<file path="src/rtl/sdram_arbiter.sv">
// Round-robin arbiter that connects the processing cores to the single SDRAMBus master port.
// One access is in flight at a time. Operation, address and data are latched at grant.
module sdram_arbiter #(
    parameter int N_CLIENTS = 5,
    parameter int ADDR_W    = 23,
    parameter int DATA_W    = 32,
    parameter int TIMEOUT   = 4096,
    localparam int ID_W     = (N_CLIENTS > 1) ? $clog2(N_CLIENTS) : 1
) (
    input  logic                        i_clk,
    input  logic                        i_rst,
    input  logic [N_CLIENTS-1:0]        req_read,
    input  logic [N_CLIENTS-1:0]        req_write,
    input  logic [N_CLIENTS*ADDR_W-1:0] req_addr,
    input  logic [N_CLIENTS*DATA_W-1:0] req_writedata,
    output logic [DATA_W-1:0]           req_readdata,
    output logic [N_CLIENTS-1:0]        req_finished,
    output logic                        sdram_read,
    output logic                        sdram_write,
    output logic [ADDR_W-1:0]           sdram_addr,
    output logic [DATA_W-1:0]           sdram_writedata,
    input  logic [DATA_W-1:0]           sdram_readdata,
    input  logic                        sdram_finished,
    output logic                        busy,
    output logic [ID_W-1:0]             grant_id,
    output logic                        err_timeout
);

    // state   | meaning
    // IDLE    | no access in flight; pick next requester from rr_ptr
    // GRANT   | strobe held to SDRAMBus until finished or watchdog expiry
    // RELEASE | one dead cycle so the served client can drop its request
    typedef enum logic [1:0] {IDLE, GRANT, RELEASE} state_t;

    localparam int WD_W = (TIMEOUT > 1) ? $clog2(TIMEOUT) : 1;
    localparam logic [WD_W-1:0] WD_LOAD = WD_W'((TIMEOUT > 0) ? TIMEOUT - 1 : 0);

    state_t              state_q, state_d;
    logic [ID_W-1:0]     rr_ptr_q, rr_ptr_d;
    logic [ID_W-1:0]     grant_id_q, grant_id_d;
    logic                sdram_read_q, sdram_read_d;
    logic                sdram_write_q, sdram_write_d;
    logic [ADDR_W-1:0]   sdram_addr_q, sdram_addr_d;
    logic [DATA_W-1:0]   sdram_writedata_q, sdram_writedata_d;
    logic                err_timeout_q, err_timeout_d;
    logic [WD_W-1:0]     wd_cnt_q, wd_cnt_d;

    logic [N_CLIENTS-1:0] req_any;
    logic [ADDR_W-1:0]    addr_arr [N_CLIENTS];
    logic [DATA_W-1:0]    data_arr [N_CLIENTS];
    logic                 pick_found;
    logic [ID_W-1:0]      pick_idx;
    logic                 grant_done;

    assign req_any = req_read | req_write;

    always_comb begin
        for (int i = 0; i < N_CLIENTS; i++) begin
            addr_arr[i] = req_addr[i*ADDR_W +: ADDR_W];
            data_arr[i] = req_writedata[i*DATA_W +: DATA_W];
        end
    end

    // First requester at or after rr_ptr, wrapping past the last client.
    always_comb begin
        pick_found = 1'b0;
        pick_idx   = '0;
        for (int k = 0; k < N_CLIENTS; k++) begin
            if (!pick_found && req_any[(int'(rr_ptr_q) + k) % N_CLIENTS]) begin
                pick_found = 1'b1;
                pick_idx   = ID_W'((int'(rr_ptr_q) + k) % N_CLIENTS);
            end
        end
    end

    always_comb begin
        state_d           = state_q;
        rr_ptr_d          = rr_ptr_q;
        grant_id_d        = grant_id_q;
        sdram_read_d      = sdram_read_q;
        sdram_write_d     = sdram_write_q;
        sdram_addr_d      = sdram_addr_q;
        sdram_writedata_d = sdram_writedata_q;
        err_timeout_d     = err_timeout_q;
        wd_cnt_d          = wd_cnt_q;
        grant_done        = 1'b0;

        case (state_q)
            IDLE: begin
                if (pick_found) begin
                    grant_id_d        = pick_idx;
                    sdram_write_d     = req_write[pick_idx];
                    sdram_read_d      = ~req_write[pick_idx];
                    sdram_addr_d      = addr_arr[pick_idx];
                    sdram_writedata_d = data_arr[pick_idx];
                    wd_cnt_d          = WD_LOAD;
                    state_d           = GRANT;
                end
            end
            GRANT: begin
                if (sdram_finished) begin
                    grant_done = 1'b1;
                end else if (TIMEOUT > 0 && wd_cnt_q == '0) begin
                    grant_done    = 1'b1;
                    err_timeout_d = 1'b1;
                end else begin
                    wd_cnt_d = wd_cnt_q - 1'b1;
                end
                if (grant_done) begin
                    sdram_read_d  = 1'b0;
                    sdram_write_d = 1'b0;
                    rr_ptr_d      = (grant_id_q == ID_W'(N_CLIENTS - 1)) ? '0 : grant_id_q + 1'b1;
                    state_d       = RELEASE;
                end
            end
            RELEASE: state_d = IDLE;
            default: state_d = IDLE;
        endcase
    end

    always_ff @(posedge i_clk) begin
        if (i_rst) begin
            state_q           <= IDLE;
            rr_ptr_q          <= '0;
            grant_id_q        <= '0;
            sdram_read_q      <= 1'b0;
            sdram_write_q     <= 1'b0;
            sdram_addr_q      <= '0;
            sdram_writedata_q <= '0;
            err_timeout_q     <= 1'b0;
            wd_cnt_q          <= '0;
        end else begin
            state_q           <= state_d;
            rr_ptr_q          <= rr_ptr_d;
            grant_id_q        <= grant_id_d;
            sdram_read_q      <= sdram_read_d;
            sdram_write_q     <= sdram_write_d;
            sdram_addr_q      <= sdram_addr_d;
            sdram_writedata_q <= sdram_writedata_d;
            err_timeout_q     <= err_timeout_d;
            wd_cnt_q          <= wd_cnt_d;
        end
    end

    // Completion goes only to the granted client, and only while a grant is live.
    always_comb begin
        req_finished = '0;
        if (state_q == GRANT && sdram_finished) begin
            req_finished[grant_id_q] = 1'b1;
        end
    end

    assign req_readdata    = sdram_readdata;
    assign sdram_read      = sdram_read_q;
    assign sdram_write     = sdram_write_q;
    assign sdram_addr      = sdram_addr_q;
    assign sdram_writedata = sdram_writedata_q;
    assign busy            = (state_q != IDLE);
    assign grant_id        = grant_id_q;
    assign err_timeout     = err_timeout_q;

endmodule

</file>
<file path="config.mk">
export PLATFORM = sky130hd
export DESIGN_NAME = sdram_arbiter
export DESIGN_NICKNAME = d
export VERILOG_FILES = /design/src/rtl/sdram_arbiter.sv
export SDC_FILE = /design/constraint.sdc
export NUM_CORES = 1
export LEC_CHECK = 0
export BUFFER_PORTS_ARGS = -buffer_cell sky130_fd_sc_hd__buf_4
export CAP_MARGIN = 20
export CORE_AREA = 2 2 163 165
export CTS_CLUSTER_DIAMETER = 200
export CTS_CLUSTER_SIZE = 28
export DETAILED_ROUTE_END_ITERATION = 7
export DIE_AREA = 0 0 165 167
export GPL_ROUTABILITY_DRIVEN = 1
export PLACE_DENSITY = 0.62
export SLEW_MARGIN = 20
export SYNTH_ARGS = -nofsm -noshare
export SYNTH_HDL_FRONTEND = slang
export SYNTH_SLANG_ARGS = --single-unit
</file>
<file path="constraint.sdc">
create_clock -name i_clk -period 6.28 [get_ports i_clk]
set_clock_uncertainty 0.1 [all_clocks]
set_input_delay 0.628 -clock i_clk [delete_from_list [all_inputs] [get_ports i_clk]]
set_output_delay 0.628 -clock i_clk [all_outputs]
set_load 0.02 [all_outputs]
</file>
==> impl_metrics.toml <==
[sta]
setup_viol = 0
clock.fmax_mhz = 172
tightest_slew_ns = 0.770
maxSlewViolCount = 0
final-hold-violation-count = 0
fin_crit_ns = 5.80
max_slew_margin_pct = 48.2
fin_crit_sh_pct = 92.4
holdWs_ns = 0.366

[drt]
ant_nets = 0
wl_um = 28400
drc = 0
drtPass1Iterations = 5
drt_iter0_markers = 377
wl_per_cell_um = 20.5
num_vias = 7131
viasPerCell = 5.15

[job]
cap_violations = 0

[placement]
hpwl_um = 22200
place_inst = 1360
placement.io_buffers = 354
gp_congestion = 0.928

[cells_and_area]
nNetsFinal = 1384
final_cells = 1385
drive_gt1_share_pct = 45.8
final_core_util_pct = 37.6
nFillCells = 2643
syn2layout_area_growth_pct = 47.3

[yosys]
avgSynthCellArea_um2 = 8.89
synth_ff_type = "dfxtp_1"
synthArstFlopShare_pct = 0
synth_warnings = 0
ys_seq_area_share_pct = 23.7
synth-seq-cells = 78
netlist_instances = 741
ys_types = 81
syn_nets = 1082
syn_area_mm2 = 0.00658
synth-edff-count = 0

[cts]
worstSkewPairLatency_ns = 0.34
cts_tree = "yes"
htree_num_levels = 3
root_buffer = "clkbuf_16"
cts_buffers = 9
worst_setup_hold_path_clk_slew_ns = 0.06
clockBufferDepth = 2
clock_sinks = 78
hold_buffers = 0

[pwr]
ir_drop_mv = 0.106
pwr-share-clk_pct = 22.4
switching_share_pct = 38.9
switchingPower_mw = 1.07
seqPwrFrac_pct = 25.2
power_density_mw_per_mm2 = 283
combPwrFrac_pct = 52.4
p_int_mw = 1.68
leakagePower_nw = 4.20
p_total_mw = 2.74

[setup_path]
endpoint_kind = "flip-flop"
crit_start = "rr_ptr_q[1]$_SDFFE_PP0P_"
r2r-start = "rr_ptr_q[1]$_SDFFE_PP0P_"
criticalPathCategory = "reg -> reg"
critPathMaxFanout = 13
cp.required_ns = 6.41
critPathLaunchType = "flip-flop"
cp.arrival_ns = 5.93

[floorplan]
die_y_um = 167
die_area_mm2 = 0.0276
boundaryPins = 419
rows = 59
initial_core_util_pct = 25.6
coreArea_mm2 = 0.0258
die_w_um = 165

[grt]
gr-total-overflow = 0
grt_pass1_wl_um = 41000
antenna_found_initial = 4
grt_max_degree = 67
grt_usage_pct = 19.5
grt_pass1_vias = 7125

[worst_hold_path]
hp-start = "err_timeout$_SDFFE_PP0P_"
hold_path.class = "reg -> reg"

[status]
status = "finished, final reports clean"
[worst max-delay path, stage by stage, from the launching register on]
cell       delay, ns
dfxtp_1         0.44
inv_2           0.24
ha_1            0.31
inv_1           0.09
ha_1            0.40
inv_1           0.11
ha_1            0.22
nor3_1          0.24
nor3_1          0.11
or2_2           0.33
ha_1            0.25
nor2b_1         0.16
o221ai_1        0.19
a21o_1          0.23
mux2_2          0.39
a2bb2oi_4       0.18
and2_1          0.17
a221o_1         0.38
a21oi_4         0.21
buf_4           0.26
mux4_2          0.38
mux2i_1         0.20
a21oi_1         0.09
[metrics by stage]
step / setup WS (ns) / area [um2] / TNS (ns)
finish: 0.480 / 9700 / 0
global placement: 0.510 / 9270 / 0
global route: -0.0251 / 9690 / -0.0773
detailed placement: 0.323 / 9270 / 0
CTS: 0.308 / 9610 / 0
floorplan: 1.10 / 6580 / 0
[final cells by class]
type / instances / area, um2 / share of cell area [%]
clock buffers: 9 / 225 / 2.32
repair buffers: 374 / 2850 / 29.3
inverters: 16 / 60.1 / 0.619
flip-flops and latches: 78 / 1560 / 16.1
multi-input cells: 564 / 4470 / 46.1
clock inverters: 6 / 111 / 1.15
diodes: 3 / 7.51 / 0.0774
well taps: 335 / 419 / 4.32
[flip-flops by register name (all words and copies together) (netlist names)]
register / cells
err_timeout: 1
sdram_addr: 23
sdram_writedata: 32
sdram_read: 1
wd_cnt_q: 12
state_q: 2
sdram_write: 1
grant_id: 3
rr_ptr_q: 3
[routing by layer]
| metal | global-route usage [%] | vias to the layer above | part of all wire [%] |
|---|---|---|---|
| met5 | 0 | - | 0.053 |
| met4 | 6.16 | 2 | 2.3 |
| met3 | 7.35 | 38 | 9.2 |
| met2 | 32.2 | 282 | 48 |
| met1 | 23.4 | 3401 | 41 |
| li1 | - | 3408 | - |
[path summary, 6_finish.rpt]
check                                    end  slack, ns  depth (start not counted)
min reg2reg         err_timeout$_SDFFE_PP0P_       0.37                          2
max          sdram_writedata[7]$_SDFFE_PP0P_       0.48                         22
max reg2reg  sdram_writedata[7]$_SDFFE_PP0P_       0.48                         22
min                 err_timeout$_SDFFE_PP0P_       0.37                          2
[logic make-up after synthesis]
kind of cell	share of synthesized area, %
AOI/OAI and AO/OA	24.4
xor gates and xnor gates	2.24
adders and majority gates	3.99
buffers and inverters	9.29
DFF	23.7
muxes	22.5
and+or+nand+nor	13.9
[power groups by stage]
stage / logic (mW) / clock network (mW) / registers [mW]
after floorplan: 0.786 / 0 / 0.816
after global placement: 1.38 / 0 / 0.701
after detailed placement: 1.40 / 0 / 0.703
after CTS: 1.40 / 0.629 / 0.692
after global routing: 1.55 / 0.655 / 0.706
final: 1.44 / 0.614 / 0.691
[what timing repair did]
item / CTS / global route
gates resized for setup: 0 / 3
setup endpoints to repair: 0 / 55
buffers inserted: 0 / 5
[cell usage in the layout (no fill, tap or decap), types with 9 or more instances in the layout]
cell,instances
a22oi_1,42
xnor2_1,10
o21ai_0,26
inv_1,14
nor2b_1,9
ha_1,21
clkbuf_16,9
mux2_2,44
dfxtp_1,78
buf_4,371
o221ai_1,44
mux2i_1,63
nor3_1,17
nor2_1,31
nand2_1,72
a21oi_1,41
mux4_2,15
[synth_stat cells, drive strengths merged (3+ instances only)]
master / instances / area, um2
ha: 21 / 263
mux2: 45 / 510
nor2: 33 / 126
mux2i: 63 / 631
nand2: 72 / 270
xor2: 5 / 43.8
or2: 6 / 37.5
dfxtp: 78 / 1560
o211ai: 5 / 37.5
nand2b: 5 / 31.3
mux4: 15 / 338
or4b: 3 / 33.8
a21o: 3 / 23.8
a31oi: 5 / 31.3
or4: 3 / 26.3
o221ai: 44 / 385
a211oi: 4 / 35.0
nand4: 4 / 25.0
nor3: 17 / 85.1
a21boi: 4 / 30.0
a21oi: 44 / 239
buf: 53 / 432
o21ai: 27 / 135
nand3: 7 / 40.0
nand3b: 3 / 22.5
xnor2: 11 / 104
inv: 16 / 60.1
o22ai: 3 / 18.8
and2: 6 / 37.5
o21a: 6 / 45.0
o31ai: 5 / 37.5
and3: 4 / 30.0
clkbuf: 32 / 120
nor2b: 9 / 56.3
a22oi: 42 / 315
a211o: 3 / 26.3
(Power assumes the default switching activity.)
